===== src/rtl/dmem_bridge_pkg.sv =====
// dmem_bridge_pkg
// Shared types and constants for the data-memory bus bridge.
//   dmem_bridge_state_t : bridge FSM state encoding
//   DMEM_ERR_RDATA      : data returned to the core on an erroring or timed-out load
package dmem_bridge_pkg;

  typedef enum logic [1:0] {
    IDLE   = 2'd0,
    REQ    = 2'd1,
    WAIT_R = 2'd2,
    DONE   = 2'd3
  } dmem_bridge_state_t;

  localparam int unsigned DMEM_ERR_RDATA = 0;

endpackage


===== src/rtl/dmem_timeout_counter.sv =====
// dmem_timeout_counter
// Counts cycles spent waiting on the bus and flags when the wait budget is used up.
//   i_clk, i_reset : clock, asynchronous active-high reset
//   i_clear        : restart the count at zero (wins over i_enable)
//   i_enable       : count this cycle
//   o_expired      : count has reached TIMEOUT_CYCLES-1
module dmem_timeout_counter #(
  parameter int TIMEOUT_CYCLES = 256
) (
  input  logic i_clk,
  input  logic i_reset,
  input  logic i_clear,
  input  logic i_enable,
  output logic o_expired
);

  localparam int CW = (TIMEOUT_CYCLES > 2) ? $clog2(TIMEOUT_CYCLES) : 1;
  localparam logic [CW-1:0] LAST = CW'(TIMEOUT_CYCLES - 1);

  logic [CW-1:0] cnt_q, cnt_d;

  // Saturate at LAST so the flag stays up if the owner lingers.
  always_comb begin
    cnt_d = cnt_q;
    if (i_clear)
      cnt_d = '0;
    else if (i_enable && (cnt_q != LAST))
      cnt_d = cnt_q + 1'b1;
  end

  always_ff @(posedge i_clk or posedge i_reset) begin
    if (i_reset) cnt_q <= '0;
    else         cnt_q <= cnt_d;
  end

  assign o_expired = (cnt_q == LAST);

endmodule


===== src/rtl/dmem_bus_bridge.sv =====
// dmem_bus_bridge
// Turns the core's single-cycle load/store port into a valid/ready bus transfer,
// stalling the MEM stage until the transfer completes; records bus errors/timeouts.
//   core side : i_core_addr/wdata/byteen/we/re in, o_core_rdata/o_core_stall out
//   bus side  : o_bus_valid/addr/wdata/byteen/we out, i_bus_ready, i_bus_rvalid,
//               i_bus_rdata, i_bus_err in
//   error     : i_err_clr in, o_err (sticky) and o_err_addr (first failing address) out
module dmem_bus_bridge
  import dmem_bridge_pkg::*;
#(
  parameter int WIDTH          = 32,
  parameter int TIMEOUT_CYCLES = 256
) (
  input  logic             i_clk,
  input  logic             i_reset,
  input  logic [WIDTH-1:0] i_core_addr,
  input  logic [WIDTH-1:0] i_core_wdata,
  input  logic [3:0]       i_core_byteen,
  input  logic             i_core_we,
  input  logic             i_core_re,
  output logic [WIDTH-1:0] o_core_rdata,
  output logic             o_core_stall,
  output logic             o_bus_valid,
  input  logic             i_bus_ready,
  output logic [WIDTH-1:0] o_bus_addr,
  output logic [WIDTH-1:0] o_bus_wdata,
  output logic [3:0]       o_bus_byteen,
  output logic             o_bus_we,
  input  logic             i_bus_rvalid,
  input  logic [WIDTH-1:0] i_bus_rdata,
  input  logic             i_bus_err,
  input  logic             i_err_clr,
  output logic             o_err,
  output logic [WIDTH-1:0] o_err_addr
);

  dmem_bridge_state_t state_q, state_d;

  logic             valid_q;
  logic [WIDTH-1:0] addr_q, wdata_q, rdata_q, err_addr_q;
  logic [3:0]       byteen_q;
  logic             we_q, err_q;

  logic core_req, timed_out, abort, err_event, cnt_clear, cnt_enable;

  assign core_req = i_core_we | i_core_re;

  // Clearing on any state change restarts the budget on entry to REQ and WAIT_R.
  assign cnt_clear  = (state_d != state_q);
  assign cnt_enable = (state_q == REQ) || (state_q == WAIT_R);

  dmem_timeout_counter #(.TIMEOUT_CYCLES(TIMEOUT_CYCLES)) u_timeout (
    .i_clk     (i_clk),
    .i_reset   (i_reset),
    .i_clear   (cnt_clear),
    .i_enable  (cnt_enable),
    .o_expired (timed_out)
  );

  always_comb begin
    state_d = state_q;
    abort   = 1'b0;
    case (state_q)
      IDLE:   if (core_req) state_d = REQ;
      REQ: begin
        if (i_bus_ready)    state_d = we_q ? DONE : WAIT_R;  // writes are posted
        else if (timed_out) begin
          state_d = DONE;
          abort   = 1'b1;
        end
      end
      WAIT_R: begin
        // A response arriving on the expiry cycle still counts as progress.
        if (i_bus_rvalid)   state_d = DONE;
        else if (timed_out) begin
          state_d = DONE;
          abort   = 1'b1;
        end
      end
      default: state_d = IDLE;
    endcase
  end

  assign err_event = ((state_q == WAIT_R) && i_bus_rvalid && i_bus_err) || abort;

  always_ff @(posedge i_clk or posedge i_reset) begin
    if (i_reset) begin
      state_q    <= IDLE;
      valid_q    <= 1'b0;
      addr_q     <= '0;
      wdata_q    <= '0;
      byteen_q   <= '0;
      we_q       <= 1'b0;
      rdata_q    <= '0;
      err_q      <= 1'b0;
      err_addr_q <= '0;
    end else begin
      state_q <= state_d;
      valid_q <= (state_d == REQ);

      if ((state_q == IDLE) && core_req) begin
        addr_q   <= i_core_addr;
        wdata_q  <= i_core_wdata;
        byteen_q <= i_core_byteen;
        we_q     <= i_core_we;  // we wins when both are set
      end

      if ((state_q == WAIT_R) && i_bus_rvalid)
        rdata_q <= i_bus_err ? WIDTH'(DMEM_ERR_RDATA) : i_bus_rdata;
      else if (abort)
        rdata_q <= WIDTH'(DMEM_ERR_RDATA);

      // Only the first error since the last clear latches its address;
      // a new error on the clear cycle takes over.
      if (err_event && (!err_q || i_err_clr)) begin
        err_q      <= 1'b1;
        err_addr_q <= addr_q;
      end else if (i_err_clr) begin
        err_q      <= 1'b0;
        err_addr_q <= '0;
      end
    end
  end

  assign o_core_stall = ((state_q == IDLE) && core_req) || (state_q == REQ) || (state_q == WAIT_R);
  assign o_core_rdata = rdata_q;
  assign o_bus_valid  = valid_q;
  assign o_bus_addr   = addr_q;
  assign o_bus_wdata  = wdata_q;
  assign o_bus_byteen = byteen_q;
  assign o_bus_we     = we_q;
  assign o_err        = err_q;
  assign o_err_addr   = err_addr_q;

endmodule


===== config.mk =====
export PLATFORM = sky130hd
export DESIGN_NAME = dmem_bus_bridge
export DESIGN_NICKNAME = d
export VERILOG_FILES = /design/src/rtl/dmem_bridge_pkg.sv /design/src/rtl/dmem_timeout_counter.sv /design/src/rtl/dmem_bus_bridge.sv
export SDC_FILE = /design/constraint.sdc
export NUM_CORES = 1
export LEC_CHECK = 0
export ABC_CLOCK_PERIOD_IN_PS = 8700
export BUFFER_PORTS_ARGS = -buffer_cell sky130_fd_sc_hd__buf_2
export CAP_MARGIN = 20
export CORE_MARGIN = 2
export CORE_UTILIZATION = 35
export DETAILED_ROUTE_END_ITERATION = 8
export GPL_ROUTABILITY_DRIVEN = 1
export PLACE_DENSITY = 0.57
export SLEW_MARGIN = 20
export SYNTH_ARGS = -nofsm -noshare
export SYNTH_HDL_FRONTEND = slang
export SYNTH_SLANG_ARGS = --single-unit

===== constraint.sdc =====
create_clock -name i_clk -period 8.7 [get_ports i_clk]
set_input_delay 0.435 -clock i_clk [delete_from_list [all_inputs] [get_ports i_clk]]
set_output_delay 0.435 -clock i_clk [all_outputs]
set_load 0.01 [all_outputs]

==> reports/qor.yml <==
critical_path:
  arrival_ns: 2.55
  path_class: "flip-flop to output port"
  worstPathRequired_ns: 8.27
  crit_path_start_kind: "flip-flop"
  path_max_fanout: 59
  end_kind: "output port"
detailed_routing:
  avgRoutedWirePerCell_um: 16.4
  drtAntennaViolNets: 0
  drt-total-wl_mm: 14.6
  vias: 4229
  viasPerCell: 4.76
  drt_iter0_drc: 142
  drt_first_pass_iters: 4
  drc: 0
timing:
  tightest_slew_ns: 0.809
  slew_violations: 0
  fin_tns_setup_ns: 0
  period_needed_ns: 2.98
  finalSetupViolCount: 0
  fin_skew_ns: 0.00813
  fmax_mhz: 336
  hold_viol_final: 0
  rsz0062_at_grt: "false"
  holdWs_ns: 0.119
  setup_slack_ns: 5.72
  relSlewSlack: 0.460
  min_period_over_period: 0.343
clock_tree:
  clock-root-buffer: "clkbuf_16"
  h-tree-depth: 4
  hold_buffers: 0
  clkTransAtPathRegs_ns: 0.06
  clk_latency_ns: 0.41
  cts_sinks: 145
  post_cts_buffers: 0
  cts.path.max_buffers: 2
  cts_made_buffers: 17
  ctsResizeCount: 0
  cts_tree: "done"
place:
  place_congestion: 0.794
  pre_cts_ws_ns: 5.84
  numPortBuffers: 243
  hpwl_mm: 10.2
run:
  maxCapViolCount: 0
global_routing:
  gr-usage-all-layers: 0.160
  grt_pass1_wl_mm: 22.7
  grt_remaining_overflow: 0
  first_global_vias: 4323
  grt_antenna_before_repair: 0
  grt_start_max_net_pins: 79
synth:
  netlist_instances: 410
  synth_top_area_share: 0.603
  seq_area_frac_synth: 0.603
  synth_edf_count: 0
  synthFlopType: "dfrtp_1"
  syn_nets: 523
  yosysWarnings: 0
  synth_top_area_cell: "dfrtp_1"
  avgSynthCellArea_sq_um: 14.7
  synthArstFlopShare: 1.00
  synth_most_common_cell: "dfrtp_1"
  synthTopCellsByCount: "dfrtp_1, mux2_2, nor2b_1, a22o_1, mux2_4"
  synth_area_sq_mm: 0.00601
  ys_top_cells_by_area: "dfrtp_1, mux2_2, mux2_4"
  synth_cell_types: 40
  ys_ff_latch: 145
power:
  vdd_drop_max_mv: 0.151
  clkPwrFrac: 0.253
  power.internal_w: 0.00192
  switching_share: 0.329
  power_switching_w: 0.000943
  power-per-cell-area_mw_per_mm2: 357
  p_seq_frac: 0.387
  p_comb_frac: 0.360
  p_leak_nw: 4.05
  p_total_w: 0.00287
floorplan:
  die_w_um: 135
  initial_utilization: 0.360
  core_area_sq_mm: 0.0167
  ios: 244
  die-area_sq_mm: 0.0182
  rows: 47
  die_h_um: 135
outcome:
  status: "finished, final reports clean"
min_path:
  hp-class: "input port to asynchronous set/reset pin"
final_layout:
  area_delta_synth_final_pct: 33.6
  final_nets: 769
  layout-drive-gt1-share: 0.578
[critical path, cell delays in order, from the launching register on]
cell     delay [ns]
dfrtp_1        0.49
inv_1          0.14
ha_1           0.29
o21ai_4        0.21
buf_4          0.70
nand2_1        0.10
buf_2          0.18
[cells in the final DEF (no fill, tap or decap), drive strengths merged, types with 2 or more instances in the layout]
cell,instances
bufinv,2
nand3,4
buf,247
a211oi,2
inv,8
mux2,100
nand4,2
a21oi,4
xor2,3
nor2b,33
clkinv,3
a22o,32
clkbuf,23
a221oi,2
and3,3
nand2b,4
dfrtp,145
o21ai,6
ha,5
nand2,10
clkinvlp,2
a311oi,2
xnor2,2
nor2,11
[worst paths after layout]
check,startpoint,endpoint,slack (ns),cells after the start
worst max-delay path,state_q[1],o_core_stall,5.72,6
worst min-delay path,i_reset,o_core_rdata[1],0.12,2
worst max register to register,state_q[0],o_err_addr[10],5.84,8
worst min register to register,o_core_rdata[10],o_core_rdata[10],0.50,1
max in group asynchronous,i_reset,o_bus_addr[30],7.46,3
min in group i_clk,i_bus_rdata[29],o_core_rdata[29],0.23,2
[flip-flops by register name (all words and copies together) (netlist names)]
register         count
o_bus_we             1
o_bus_wdata         32
o_bus_byteen         4
state_q              2
o_err                1
o_err_addr          32
o_core_rdata        32
o_bus_addr          32
o_bus_valid          1
u_timeout.cnt_q      8
[through the flow]
step / area [sq um] / util / instances
final: 8030 / 0.481 / 889
after global routing: 8030 / 0.481 / 888
after CTS: 8030 / 0.481 / 888
after detailed placement: 7440 / 0.445 / 857
after global placement: 7430 / 0.445 / 857
after floorplan: 6010 / - / 410
[area by class of cell]
class / count / area, sq um
clock inverter: 8 / 103
antenna: 1 / 2.50
timing repair buffer: 247 / 1250
sequential: 145 / 3630
clock buffer: 23 / 488
multi-input combinational: 238 / 2260
fill: 1517 / 8670
inverter: 7 / 31.3
tap: 220 / 275
[layer usage]
metal  share of wire  GRT usage
met5               0          0
met4           0.017     0.0637
met2            0.46      0.251
met3           0.074     0.0443
met1            0.45      0.211
[power groups by stage]
stage / registers (W) / clock network [W] / logic (W)
floorplan: 0.00123 / 0 / 0.000509
global placement: 0.00111 / 0 / 0.00103
detailed placement: 0.00112 / 0 / 0.00105
CTS: 0.00111 / 0.000747 / 0.00105
global route: 0.00115 / 0.000776 / 0.00112
finish: 0.00111 / 0.000725 / 0.00103
[cell families (layout without fill, tap and decap cells)]
group	count (synthesis)	in the layout	share of synthesized area
compound gates	54	54	0.0784
xor+xnor	5	5	0.00728
fa+ha+maj	5	5	0.0104
buf+inv	27	285	0.0252
flops	145	145	0.603
mux	100	100	0.206
other cells	0	1	0
simple gates	74	74	0.0693
Note: power is estimated with default switching activity, not from simulation.
